==> src/rtl/key_nonce_loader_if.sv <==
// Handshake and data bundle between the key/nonce loader, its PRBS source and the consumer.
// The slave modport is the loader's view; the master modport is the environment's view.
interface key_nonce_loader_if;
    logic         i_req;
    logic [31:0]  i_prbs;
    logic         o_prbs_start;
    logic [255:0] o_key;
    logic [95:0]  o_nonce;
    logic         o_valid;
    logic         i_ready;
    logic         o_busy;
    logic [7:0]   o_set_cnt;

    modport slave (
        input  i_req, i_prbs, i_ready,
        output o_prbs_start, o_key, o_nonce, o_valid, o_busy, o_set_cnt
    );

    modport master (
        output i_req, i_prbs, i_ready,
        input  o_prbs_start, o_key, o_nonce, o_valid, o_busy, o_set_cnt
    );
endinterface

==> src/rtl/key_nonce_loader.sv <==
// Collects eleven PRBS words into a ChaCha20 key (words 0..7) and nonce (words 8..10),
// optionally discarding SKIP_WORDS generator advances between captured words.
module key_nonce_loader #(
    parameter int unsigned SKIP_WORDS = 0
) (
    input  logic               i_aclk,
    input  logic               i_areset,
    key_nonce_loader_if.slave  bus
);

    typedef enum logic [1:0] {
        IDLE  = 2'd0,
        LOAD  = 2'd1,
        SKIP  = 2'd2,
        VALID = 2'd3
    } state_t;

    localparam logic [3:0] LAST_WORD = 4'd10;
    localparam logic [3:0] SKIP_LAST = (SKIP_WORDS > 0) ? 4'(SKIP_WORDS - 1) : 4'd0;
    localparam bit         HAS_SKIP  = (SKIP_WORDS > 0);

    state_t           state;
    state_t           state_next;
    logic [3:0]       word_idx;
    logic [3:0]       skip_cnt;
    logic [7:0][31:0] key_q;
    logic [2:0][31:0] nonce_q;
    logic [7:0]       set_cnt_q;

    always_ff @(posedge i_aclk) begin
        if (i_areset) begin
            state <= IDLE;
        end else begin
            state <= state_next;
        end
    end

    always_comb begin
        state_next = state;
        unique case (state)
            IDLE: begin
                if (bus.i_req) begin
                    state_next = LOAD;
                end
            end
            LOAD: begin
                if (word_idx == LAST_WORD) begin
                    state_next = VALID;
                end else if (HAS_SKIP) begin
                    state_next = SKIP;
                end
            end
            SKIP: begin
                if (skip_cnt == SKIP_LAST) begin
                    state_next = LOAD;
                end
            end
            VALID: begin
                if (bus.i_ready) begin
                    state_next = IDLE;
                end
            end
            default: state_next = IDLE;
        endcase
    end

    // Captured words persist through IDLE so the last set stays visible after the handshake.
    always_ff @(posedge i_aclk) begin
        if (i_areset) begin
            word_idx  <= '0;
            skip_cnt  <= '0;
            key_q     <= '0;
            nonce_q   <= '0;
            set_cnt_q <= '0;
        end else begin
            unique case (state)
                IDLE: begin
                    word_idx <= '0;
                    skip_cnt <= '0;
                end
                LOAD: begin
                    if (word_idx < 4'd8) begin
                        key_q[word_idx[2:0]] <= bus.i_prbs;
                    end else begin
                        nonce_q[word_idx[1:0]] <= bus.i_prbs;
                    end
                    word_idx <= word_idx + 4'd1;
                    skip_cnt <= '0;
                end
                SKIP: begin
                    skip_cnt <= skip_cnt + 4'd1;
                end
                VALID: begin
                    if (bus.i_ready) begin
                        set_cnt_q <= set_cnt_q + 8'd1;
                    end
                end
                default: begin
                    word_idx <= '0;
                    skip_cnt <= '0;
                end
            endcase
        end
    end

    // Strobe, busy and valid are pure state decodes, so no input reaches them combinationally.
    always_comb begin
        bus.o_prbs_start = 1'b0;
        bus.o_busy       = 1'b0;
        bus.o_valid      = 1'b0;
        unique case (state)
            LOAD, SKIP: begin
                bus.o_prbs_start = 1'b1;
                bus.o_busy       = 1'b1;
            end
            VALID: begin
                bus.o_valid = 1'b1;
            end
            default: begin
                bus.o_prbs_start = 1'b0;
            end
        endcase
    end

    assign bus.o_key     = key_q;
    assign bus.o_nonce   = nonce_q;
    assign bus.o_set_cnt = set_cnt_q;

endmodule

==> src/flat_wrapper.sv <==
// flat-port wrapper written by rule: the top's interface ports become plain ports
module key_nonce_loader_flat 
#(
    parameter int unsigned SKIP_WORDS = 0
)
  (i_aclk, i_areset, bus_i_req, bus_i_prbs, bus_i_ready, bus_o_prbs_start, bus_o_key, bus_o_nonce, bus_o_valid, bus_o_busy, bus_o_set_cnt);
  key_nonce_loader_if bus_i ();
  input  logic i_aclk;
  input  logic i_areset;
  input wire logic [$bits(bus_i.i_req)-1:0] bus_i_req;
  input wire logic [$bits(bus_i.i_prbs)-1:0] bus_i_prbs;
  input wire logic [$bits(bus_i.i_ready)-1:0] bus_i_ready;
  output wire logic [$bits(bus_i.o_prbs_start)-1:0] bus_o_prbs_start;
  output wire logic [$bits(bus_i.o_key)-1:0] bus_o_key;
  output wire logic [$bits(bus_i.o_nonce)-1:0] bus_o_nonce;
  output wire logic [$bits(bus_i.o_valid)-1:0] bus_o_valid;
  output wire logic [$bits(bus_i.o_busy)-1:0] bus_o_busy;
  output wire logic [$bits(bus_i.o_set_cnt)-1:0] bus_o_set_cnt;
  assign bus_i.i_req = bus_i_req;
  assign bus_i.i_prbs = bus_i_prbs;
  assign bus_i.i_ready = bus_i_ready;
  assign bus_o_prbs_start = bus_i.o_prbs_start;
  assign bus_o_key = bus_i.o_key;
  assign bus_o_nonce = bus_i.o_nonce;
  assign bus_o_valid = bus_i.o_valid;
  assign bus_o_busy = bus_i.o_busy;
  assign bus_o_set_cnt = bus_i.o_set_cnt;
  key_nonce_loader #(.SKIP_WORDS(SKIP_WORDS)) u_core (.i_aclk(i_aclk), .i_areset(i_areset), .bus(bus_i));
endmodule
==> config.mk <==
export PLATFORM = sky130hd
export DESIGN_NAME = key_nonce_loader_flat
export DESIGN_NICKNAME = d
export VERILOG_FILES = /design/src/rtl/key_nonce_loader_if.sv /design/src/rtl/key_nonce_loader.sv /design/src/flat_wrapper.sv
export SDC_FILE = /design/constraint.sdc
export NUM_CORES = 1
export LEC_CHECK = 0
export BUFFER_PORTS_ARGS = -buffer_cell sky130_fd_sc_hd__buf_2
export CORE_MARGIN = 3
export CORE_UTILIZATION = 55
export CTS_CLUSTER_DIAMETER = 100
export CTS_CLUSTER_SIZE = 16
export DETAILED_ROUTE_END_ITERATION = 6
export GPL_TIMING_DRIVEN = 0
export PLACE_DENSITY = 0.94
export SKIP_LAST_GASP = 1
export SLEW_MARGIN = 20
export SYNTH_ARGS = -nofsm -noshare
export SYNTH_HDL_FRONTEND = slang
export SYNTH_SLANG_ARGS = --single-unit
==> constraint.sdc <==
create_clock -name i_aclk -period 3 [get_ports i_aclk]
set_clock_uncertainty 0.15 [all_clocks]
set_input_delay 0.9 -clock i_aclk [delete_from_list [all_inputs] [get_ports i_aclk]]
set_output_delay 0.9 -clock i_aclk [all_outputs]
set_load 0.01 [all_outputs]
After elaboration in Yosys (flattened, before gate mapping)
Index checks and enable logic that the tools add are counted.
{"block": "word_totals", "latch_bits": 0, "ram_bits": 0, "romBits": 0, "out_inout_bits": 363, "input_bits": 36, "wordCells": 59, "register_bits": 370, "n_memories": 0}
{"block": "op_classes", "reduce_logical": 12, "n_bitwise": 1, "mul": 0, "div": 0, "n_shift": 0, "order_cmp": 5, "addsub": 3, "mux": 15, "n_eq_ne": 8}
{"cell": "$bwmux 256", "count": 1}
{"cell": "$bwmux 96", "count": 1}
{"cell": "$demux 32 s3", "count": 1}
{"cell": "$demux 32 s2", "count": 1}
{"cell": "$mux 32", "count": 2}
{"cell": "$pmux 4 s2", "count": 2}
{"cell": "$add 4x1->4 const B", "count": 2}
{"cell": "$add 8x1->8 const B", "count": 1}
{"cell": "$mux 2", "count": 4}
{"cell": "$pmux 2 s4", "count": 1}
{"cell": "$reduce_and 2->1", "count": 3}
{"cell": "$eq 2x2->1 const B", "count": 2}
{"cell": "$eq 4x4->1 const B", "count": 1}
{"cell": "$logic_not 4->1", "count": 1}
{"cell": "$lt 3x4->1 const B", "count": 1}
{"cell": "$lt 4x4->1 const B", "count": 1}
{"cell": "$ne 2x1->1 const B", "count": 2}
{"cell": "$ne 2x2->1 const B", "count": 2}
{"cell": "$reduce_and 4->1", "count": 1}
{"cell": "$reduce_bool 2->1", "count": 2}
{"cell": "$reduce_or 2->1", "count": 2}
{"cell": "$ge 3x1->1 const B", "count": 1}
{"cell": "$lt 2x3->1 const B", "count": 1}
{"cell": "$eq 2x1->1 const B", "count": 1}
{"cell": "5 further kinds", "count": 7}

Depth between registers and ports, before layout
{"block": "logic_depth", "depth_word": 5, "mapped_depth": 9, "mapped_depth_nobuf": 6}

Worst setup path after synthesis
OpenSTA, ideal clock, no wires.
{"block": "synth_timing", "kind": "input port to flip-flop", "start": "in i_areset", "end": "reg u_core.key_q, in the netlist u_core.bus.o_key[100]", "stages": 4, "n_path_buf": 3, "setup_slack_ps": 981, "arrival_time_ps": 1737, "setup_ps": 132, "required_ps": 2718, "path_cell_list": "clkbuf_1 clkbuf_1 clkbuf_1 a21oi_1"}
{"element": "from (decl)", "line": "flat_wrapper.sv:9", "rtl": "input logic i_areset;"}
{"element": "to (signal, indexed assignment)", "line": "key_nonce_loader.sv:83", "rtl": "key_q[word_idx[2:0]] <= bus.i_prbs;"}
{"element": "to (decl)", "line": "key_nonce_loader.sv:26", "rtl": "logic [7:0][31:0] key_q;"}
No word-level cell between the ends.

Final worst setup path
{"block": "layout_timing", "start": "reg u_core.state[1]", "end": "out bus_o_prbs_start"}
{"block": "layout_via", "elab_chain_len": 3, "word_cells_on_any_way": 4, "cone_classes": "2 x eq/ne; 1 x mux; 1 x reduce/logical"}
{"element": "from (decl)", "line": "key_nonce_loader.sv:22", "rtl": "state_t state;"}
{"element": "from (signal assigned)", "line": "key_nonce_loader.sv:34", "rtl": "state <= state_next;"}
{"element": "$eq 2x1->1 / $eq 2x2->1 (equally long branches)", "line": "key_nonce_loader.sv:111", "rtl": "unique case (state)"}
{"element": "$reduce_or 2->1 (*)", "line": "key_nonce_loader.sv:111"}
{"element": "$mux 1 (*)", "line": "key_nonce_loader.sv:111"}
{"element": "to (decl)", "line": "flat_wrapper.sv:13", "rtl": "output wire logic [$bits(bus_i.o_prbs_start)-1:0] bus_o_prbs_start;"}
Every way passes the cells marked *; elsewhere a longest branch is shown, timed or not.

==> metrics.yaml <==
outcome:
  status: "finished clean"
clock_network:
  clkTransAtPathRegs_ns: 0.07
  cts-root-buf: "clkbuf_16"
  clock-sinks: 370
  cts_resized: 0
  cts_buffers: 27
  cts_tree: "yes"
  post-cts-setup-buffer-count: 0
  htree_levels: 1
  holdBufCountCts: 0
  clk_latency_ns: 0.54
  cts.path.max_buffers: 3
setup_path:
  end_kind: "primary output"
  reg2reg_depth: 8
  regToRegStartpoint: "u_core.word_idx[1]$_SDFFE_PP0P_"
  arrival_ns: 1.62
  crit_fanout: 5
  crit_cells: 4
  cp_num_buf_inv: 3
  worst-setup-path-type: "reg -> out"
  cpLargestDelayFamily: "flip-flops"
  critPathMaxStageDelay_ns: 0.42
  r2r_slack_ns: 0.37
  start_kind: "register"
  path_cells: "inv_1 > ha_1 > buf_4 > buf_2"
  crit_required_ns: 1.95
  r2r-end: "u_core.bus.o_nonce[51]$_SDFFE_PP0P_"
  critPathSlowestCell: "dfxtp_1"
logic_synthesis:
  synth_fp_nets: 1743
  syn_area_um2: 13400
  muxShareOfSynthArea_pct: 0.234
  yosysUniqueCellTypes: 37
  yosysTopAreaCell: "dfxtp_1"
  ys_seq_elements: 370
  ys_top_cells_by_count: "nand2_1 (712), dfxtp_1 (370), a21oi_1 (360)"
  seq_area_frac_synth_pct: 55.4
  synth_top_cell_area_share_pct: 55.4
  avgSynthCellArea_um2: 7.89
  synth_ff_type: "dfxtp_1"
  synthArstFlopShare_pct: 0
  synthXorXnorAreaFrac_pct: 0.589
  yosysMostFrequentCell: "nand2_1"
  synth-simple-area-share_pct: 22.8
  synth_top_family_by_area: "simple AND/OR/NAND/NOR gates"
  synth-adder-area-share_pct: 1.12
  synth_compound_area_share_pct: 13.7
  syn_inst: 1695
  synth_warnings: 0
  ys_top_cells_by_area: "dfxtp_1 (55%), nand2_1 (20%), a21oi_1 (13%), clkbuf_1 (2.4%), clkbuf_4 (1.7%)"
  synth_edf_count: 0
sta:
  finalSetupTns_ns: 0
  rsz0062_at_grt: "false"
  setup_violations: 0
  finalCriticalPeriod_ns: 2.67
  tightest_slew_ns: 0.885
  finalMaxSlewViolations: 0
  fmax_ghz: 0.374
  period_share_pct: 89.0
  maxSlewHeadroom_pct: 41.0
  final_hold_viol_count: 0
drt:
  final_antenna_net_count: 0
  firstDrtPassIters: 7
  drc_errors: 0
  vias: 13685
  viasPerCell: 5.61
  drt_iter0_drc: 1628
  wl_mm: 48.8
  wl_per_cell_um: 20.0
die:
  core_um2: 23700
  die_y_um: 162
  fp.dieArea_um2: 26200
  fp.dieW_um: 162
  rows: 56
  io_pins: 399
  initial_core_util_pct: 56.5
power:
  leakage_nw: 6.95
  clockPowerShare_pct: 32.5
  peakVddDrop_mv: 0.509
  powerDensity_nw_per_um2: 606
  total_power_mw: 9.97
  switching_share_pct: 27.8
  power.internal_mw: 7.20
  seqPwrFrac_pct: 52.5
  power.switching_mw: 2.77
  combPwrFrac_pct: 15.0
global_route:
  grt_pass1_wl_mm: 72.7
  grt_max_degree: 17
  grt_usage_pct: 35.6
  overflow: 0
  antenna_found_initial: 1
  grt_pass1_vias: 13378
cells_and_area:
  drive_gt1_share_pct: 23.7
  fin_cells: 2439
  nets: 2169
  antenna_cells: 0
  area_delta_synth_final_pct: 23.0
  final_area_um2: 16500
placed_design:
  gp_congestion: 0.905
  numPortBuffers: 397
  dp.cells: 2411
  dpl_cell_area_um2: 15800
  dp.final_hpwl_mm: 35.1
min_path:
  hold_class: "reg -> reg"
  hp-start: "u_core.bus.o_key[149]$_SDFFE_PP0P_"
  hold_depth: 2
  min_to: "u_core.bus.o_key[149]$_SDFFE_PP0P_"
job:
  maxCapViolCount: 0
[registers in the layout, indices dropped and copies added (netlist names)]
name,flops
u_core.skip_cnt,4
u_core.word_idx,4
u_core.bus.o_nonce,96
u_core.state,2
u_core.bus.o_set_cnt,8
u_core.bus.o_key,256
[per-stage QoR]
| step | util [%] | hold slack, ns | worst slack, ns |
|---|---|---|---|
| 2_1_floorplan | - | 0.321 | 0.981 |
| 3_3_place_gp | 66.6 | 0.288 | 0.209 |
| 3_5_place_dp | 66.6 | 0.293 | 0.202 |
| 4_1_cts | 69.5 | 0.304 | 0.328 |
| 5_1_grt | 69.5 | 0.319 | 0.285 |
| 6_report | 69.5 | 0.301 | 0.330 |
[kinds of logic after synthesis]
group | count (synthesis)
AO/OA/AOI/OAI | 364
XOR/XNOR | 9
adder cells (fa/ha/maj) | 12
buffers and inverters | 163
flip-flops | 370
multiplexers | 3
AND/OR/NAND/NOR | 774
[final cells by class]
type                            instances  area, µm²
Timing Repair Buffer                  397       1990
Clock buffer                           27        676
Buffer                                155        796
Clock inverter                          1       16.3
Fill cell                            1870       7230
Multi-Input combinational cell       1162       5140
Inverter                                8       30.0
Tap cell                              319        399
Sequential cell                       370       7410
[layout by cell type, fill, tap and decap left out, types with 2 or more instances in the layout]
cell and instances:
and2_1 2, buf_6 4, xnor2_1 2, nor3_1 2
nand4_1 4, nor2b_1 2, mux2i_1 2, and3_1 6
ha_1 12, buf_4 11, a21oi_1 360, nor3b_4 2
nor2_1 21, dfxtp_1 370, inv_1 7, clkbuf_4 30
nand3_1 7, xor2_1 7, clkbuf_16 27, nand3b_1 3
clkbuf_1 86, buf_2 421, nand2_1 712, nand2b_1 3
nor3_2 2, nor3b_1 2
[worst reg2reg max path: cells and delay by family, from the launching register on]
family	cells	cell delay (ns)
AND/OR/NAND/NOR	2	0.33
flip-flops	1	0.33
AO/OA/AOI/OAI	1	0.16
adder cells (fa/ha/maj)	1	0.20
buffers and inverters	4	1.37
[layer usage]
metal,vias up,wire (µm),global-route usage [%]
met5,-,11,0
met4,2,3160,20.7
met3,215,5090,8.42
met2,839,23300,61.3
met1,6378,17200,40.3
li1,6251,-,-
[power by group through the flow]
stage / logic (mW) / clock network, mW / registers, mW
floorplan: 0.801 / 0 / 5.41
global placement: 1.41 / 0 / 5.33
detailed placement: 1.45 / 0 / 5.34
CTS: 1.47 / 3.24 / 5.23
global route: 1.61 / 3.41 / 5.25
finish: 1.49 / 3.24 / 5.24
[worst max-delay path by stage]
stage | from | end | slack (ns)
after global routing | u_core.word_idx[1]$_SDFFE_PP0P_ | u_core.bus.o_nonce[42]$_SDFFE_PP0P_ | 0.28
after floorplan | i_areset | u_core.bus.o_key[100]$_SDFFE_PP0P_ | 0.98
final | u_core.state[1]$_SDFFE_PP0P_ | bus_o_prbs_start | 0.33
after CTS | u_core.state[1]$_SDFFE_PP0P_ | bus_o_prbs_start | 0.33
after global placement | i_areset | u_core.bus.o_nonce[9]$_SDFFE_PP0P_ | 0.21
after detailed placement | i_areset | u_core.bus.o_nonce[9]$_SDFFE_PP0P_ | 0.20
Power figures use the tool's default switching activity.
